### src/rtl/pr_elastic.sv
// pr_elastic: elastic register pipeline with bubble collapse, stall and flush
module pr_elastic #(
  parameter int WIDTH = 32,
  parameter int DEPTH = 2,
  parameter logic [WIDTH-1:0] RESET_DATA = '0
) (
  input  logic                           clk,
  input  logic                           rst,
  input  logic                           in_valid,
  output logic                           in_ready,
  input  logic [WIDTH-1:0]               in_data,
  output logic                           out_valid,
  input  logic                           out_ready,
  output logic [WIDTH-1:0]               out_data,
  input  logic                           stall,
  input  logic                           flush,
  output logic [DEPTH-1:0]               stage_valid,
  output logic [$clog2(DEPTH+1)-1:0]     occupancy
);
  localparam int OW = $clog2(DEPTH+1);
  logic [DEPTH-1:0] v, move;
  logic [WIDTH-1:0] d [DEPTH];
  logic blk, xfer_in, xfer_out;
  assign blk = stall | flush;
  assign out_valid = v[DEPTH-1] & ~blk;
  assign out_data = d[DEPTH-1];
  assign xfer_out = out_valid & out_ready;
  assign move[DEPTH-1] = xfer_out;
  for (genvar g = 0; g < DEPTH-1; g++) begin : g_mv
    // a stage advances if any later stage is empty or the output drains
    assign move[g] = v[g] & ~blk & (~&v[DEPTH-1:g+1] | xfer_out);
  end
  assign in_ready = ~blk & (~v[0] | move[0]);
  assign xfer_in = in_valid & in_ready;
  assign stage_valid = v;
  // count of occupied stages
  always_comb begin
    occupancy = '0;
    for (int i = 0; i < DEPTH; i++) occupancy = occupancy + OW'(v[i]);
  end
  // stage registers: reset/flush squash everything, otherwise shift along move
  always_ff @(posedge clk or posedge rst) begin
    if (rst) begin
      v <= '0;
      for (int i = 0; i < DEPTH; i++) d[i] <= RESET_DATA;
    end else if (flush) begin
      v <= '0;
      for (int i = 0; i < DEPTH; i++) d[i] <= RESET_DATA;
    end else begin
      v[0] <= xfer_in | (v[0] & ~move[0]);
      if (xfer_in) d[0] <= in_data;
      for (int i = 1; i < DEPTH; i++) begin
        v[i] <= move[i-1] | (v[i] & ~move[i]);
        if (move[i-1]) d[i] <= d[i-1];
      end
    end
  end
endmodule

### config.mk
export PLATFORM = sky130hd
export DESIGN_NAME = pr_elastic
export DESIGN_NICKNAME = d
export VERILOG_FILES = /design/src/rtl/pr_elastic.sv
export SDC_FILE = /design/constraint.sdc
export NUM_CORES = 1
export LEC_CHECK = 0
export ABC_AREA = 1
export CAP_MARGIN = 15
export CORE_ASPECT_RATIO = 1.25
export CORE_UTILIZATION = 54
export CTS_CLUSTER_SIZE = 20
export DETAILED_ROUTE_END_ITERATION = 7
export PLACE_DENSITY = 0.85
export SYNTH_ARGS = -nofsm -noshare
export SYNTH_HDL_FRONTEND = slang
export SYNTH_SLANG_ARGS = --single-unit
### constraint.sdc
create_clock -name clk -period 3.2 [get_ports clk]
set_input_delay 0.32 -clock clk [delete_from_list [all_inputs] [get_ports clk]]
set_output_delay 0.32 -clock clk [all_outputs]
set_load 0.005 [all_outputs]
* After elaboration in Yosys (flattened, before gate mapping)
Cells that the tools add are included. Widths: inputs -> output; s select.
Storage, ports and cells: output and inout bits 38, logic and storage cells 28, flip-flop bits (word level) 66, input bits 38
Cells by class: bitwise gates (word level) 17, reduce and logical (&&, ||, !) cells 3, add/subtract/negate cells 1, multiplexer cells 4
Operators with widths (count):
- $mux 32 | 2
- $mux 64 | 1
- $and 1x1->1 | 8
- $or 1x1->1 | 5
- $not 1->1 | 4
- $reduce_bool 2->1 | 2
- $add 1x1->2 | 1
- $mux 2 | 1
- $logic_not 1->1 | 1

* Longest topological paths before layout
word-level depth 11, mapped depth 9, gate-level depth less buffers 7

* Worst setup path after synthesis
OpenSTA, ideal clock, no wires.
path type input to register, from input port flush, to register d[32] in the netlist's numbering, setup time 118 ps, arrival 1137 ps, buffers on the path 2, slack 1945 ps, required time 3082 ps, stages on the path 8, cell sequence buf_6 inv_4 nand2_4 a31oi_4 nand2_4 buf_6 nand3_1 nand2_1
Between the ends: longest elaborated chain between the ends 10, elaborated cells on any way between the ends 12, those cells by class mux: 1; bitwise: 10; reduce/logical: 1
RTL lines:
- start: declaration | line 16 | input logic flush,
- $or 1x1->1 (*) | line 24 | assign blk = stall | flush;
- $not 1->1 (*) | line 25, 31, 33
- $and 1x1->1 | line 25 | assign out_valid = v[DEPTH-1] & ~blk;
- $and 1x1->1 | line 27 | assign xfer_out = out_valid & out_ready;
- $or 1x1->1 | line 31 | assign move[g] = v[g] & ~blk & (~&v[DEPTH-1:g+1] | xfer_out);
- $and 1x1->1 | line 31
- $or 1x1->1 | line 33 | assign in_ready = ~blk & (~v[0] | move[0]);
- $and 1x1->1 (*) | line 33
- via in_ready | line 10 | output logic in_ready,
- $and 1x1->1 (*) | line 34 | assign xfer_in = in_valid & in_ready;
- $reduce_bool 2->1 (no source line) (*)
- end signal: indexed assignment | line 54 | if (move[i-1]) d[i] <= d[i-1];
- end: declaration | line 22 | logic [WIDTH-1:0] d [DEPTH];
The timed path passes the listed nets; every way through them passes the cells marked *. A chain may end at the register's enable or synchronous reset.

* Final worst setup path
from input port flush, to output port in_ready
Between the ends: longest elaborated chain between the ends 8, elaborated cells on any way between the ends 9, those cells by class bitwise: 9
RTL lines (line):
- $or 1x1->1 (*) | 24
- $not 1->1 (*) | 25, 31, 33
- $and 1x1->1 | 25
- $and 1x1->1 | 27
- $or 1x1->1 | 31
- $and 1x1->1 | 31
- $or 1x1->1 | 33
- $and 1x1->1 (*) | 33
- end: declaration | 10
Every way passes the cells marked *; elsewhere a longest branch is shown, timed or not.

==> out/metrics.cfg <==
[pwr]
internal_power_mw=1.291
p_leak_nw=1.919
finalPower_mw=1.701
pwr-share-clk_pct=37.5
vdd_ir_drop_max_mv=0.2676
p_seq_share_pct=51.2
comb_power_share_pct=11.3
power.density_mw_per_mm2=424.6
swShare_pct=24.10
power.switching_mw=0.4101

[cells_and_area]
final_common_cell=nand2_1
syn2layout_area_growth_pct=20.24
final_cell_mix=129 x nand2_1, 75 x clkdlybuf4s50_1, 66 x dfrtp_1
final_nets=469
nFillCells=463
n_antenna_cell=0
drive_gt1_share_pct=13.56
fin_area_mm2=0.004006

[synth]
seq_area_frac_synth_pct=49.57
synth_nets=433
synth_top_cells_by_area=dfrtp_1 50%, nand2_1 15%, o21ai_2 8.1%
netlist.area_leader.share_pct=49.57
synth_top_area_cell=dfrtp_1
yosys_warnings=0
synth_area_mm2=0.003332
synth-seq-cells=66
avgSynthCellArea_um2=8.457
syn_inst=394
ys_types=19

[critical_path]
path_class=in2out
critical_path.max_fanout=32
end_kind=output pin
worstPathArrival_ns=1.93
worst_setup_path_start_kind=input pin
cp.required_ns=2.88

[timing]
period_share_pct=70.22
final-hold-violation-count=0
slew_viol_final=0
setup_tns_ns=0
slew-limit-headroom_pct=27.57
fin_worst_skew_ns=0.008955
worst_pin_slew_ns=1.084
fmax_mhz=445.1
setup_violations=0
min_period_ns=2.247
rsz0062_at_grt=no

[floorplan]
start_util_pct=56.89
io_pins=76
coreArea_mm2=0.005857
die_w_um=72.26
rows=31
fp.dieH_um=89.83
die-area_mm2=0.006491

[global_routing]
overflow=0
grt_start_max_net_pins=65
grt_usage_pct=22.21
grt_pass1_wl_mm=11.07
antenna_found_initial=0
grt_pass1_vias=2431

[route]
drt_iter0_drc=113
post_drt_via_cell_ratio=4.766
first_pass_iters=4
routed_wl_mm=6.498
ant_nets=0
route.detailed.drc=0
num_vias=2464
wl_per_cell_um=12.57

[clock_network]
h-tree-depth=3
clk_pin_slew_ns=0.07
ctsResizeCount=0
cts_buffers=9
post_cts.repair.setup_buffers=0
clock_sink_count=66
cts_tree=built
cts_hold_buf=0
cts_root_buf=clkbuf_8
clk_latency_ns=0.34
cts_buffer_depth=2

[placement]
hpwlAfterDp_mm=4.181
gp_congestion=0.7475
portBuffers=75
dpl-instance-area_mm2=0.003824

[min_path]
hold_path_class=in2async

[run_status]
outcome=completed

[job]
drv_cap=0

## critical path: stages
cell and delay (ns):
clkdlybuf4s50_1 0.46, inv_4 0.27, nand2_4 0.12, a31oi_4 0.21
clkdlybuf4s50_1 0.54
## layer usage
metal / track usage (%) / vias to the layer above / wire length (µm) / share of wire, %
li1: - / 1248 / - / -
met2: 37.93 / 71 / 3416 / 53
met3: 5.045 / 14 / 300 / 4.6
met4: 11.93 / 0 / 181 / 2.8
met5: 0 / - / 0 / 0
met1: 25.23 / 1131 / 2600 / 40
## path summary, 6_finish.rpt
path	start	to	slack [ns]	depth (start not counted)
max	flush	in_ready	0.95	5
min	rst	out_data[19]	0.25	2
max reg2reg	stage_valid[0]	out_data[21]	1.28	6
min reg2reg	out_data[14]	out_data[14]	0.51	2
max in group asynchronous	rst	out_data[17]	2.24	3
min in group clk	out_data[14]	out_data[14]	0.51	2
## metrics by stage
step	instances	hold WS, ns	setup slack, ns	util (%)
after floorplan	394	0.4647	1.225	-
final	517	0.2548	0.9531	68.40
after detailed placement	501	0.4938	0.6833	65.29
after global placement	501	0.4868	0.7948	65.29
after global routing	517	0.2825	0.8270	68.40
after CTS	517	0.2527	0.9386	68.40
## synth_stat cells (all sizes together)
library cell  instances
nand2               132
buf                  47
inv                  37
ha                    1
o22ai                 1
clkbuf                8
dfrtp                66
a21oi                 1
o21ai                31
a31oi                 1
nor2                 33
nand3                36
## logic make-up after synthesis
group                    after synthesis  share of synthesized area, %
AND/OR/NAND/NOR                      201                         24.60
buffers and inverters                 92                         16.22
flip-flops                            66                         49.57
AO/OA/AOI/OAI                         34                         9.238
adder cells (fa/ha/maj)                1                        0.3755
## state kept, by name (all words and copies together) (netlist names)
register     count
stage_valid      2
out_data        32
d               32
## final cells by class
| type | instances | area [µm²] | area share [%] |
|---|---|---|---|
| clock buffer | 14 | 172.7 | 4.310 |
| clock inverter | 2 | 10.01 | 0.2498 |
| inverter | 37 | 141.4 | 3.529 |
| multi-input combinational | 236 | 1140 | 28.45 |
| sequential | 66 | 1652 | 41.22 |
| tap | 82 | 102.6 | 2.561 |
| timing repair buffer | 80 | 788.3 | 19.68 |
## power groups by stage
stage,Sequential (mW),Combinational [mW],Clock (mW)
floorplan,0.883,0.123,0
finish,0.871,0.193,0.637
global placement,0.886,0.191,0
CTS,0.871,0.197,0.650
detailed placement,0.886,0.195,0
global route,0.873,0.214,0.687
(Power assumes the default switching activity.)
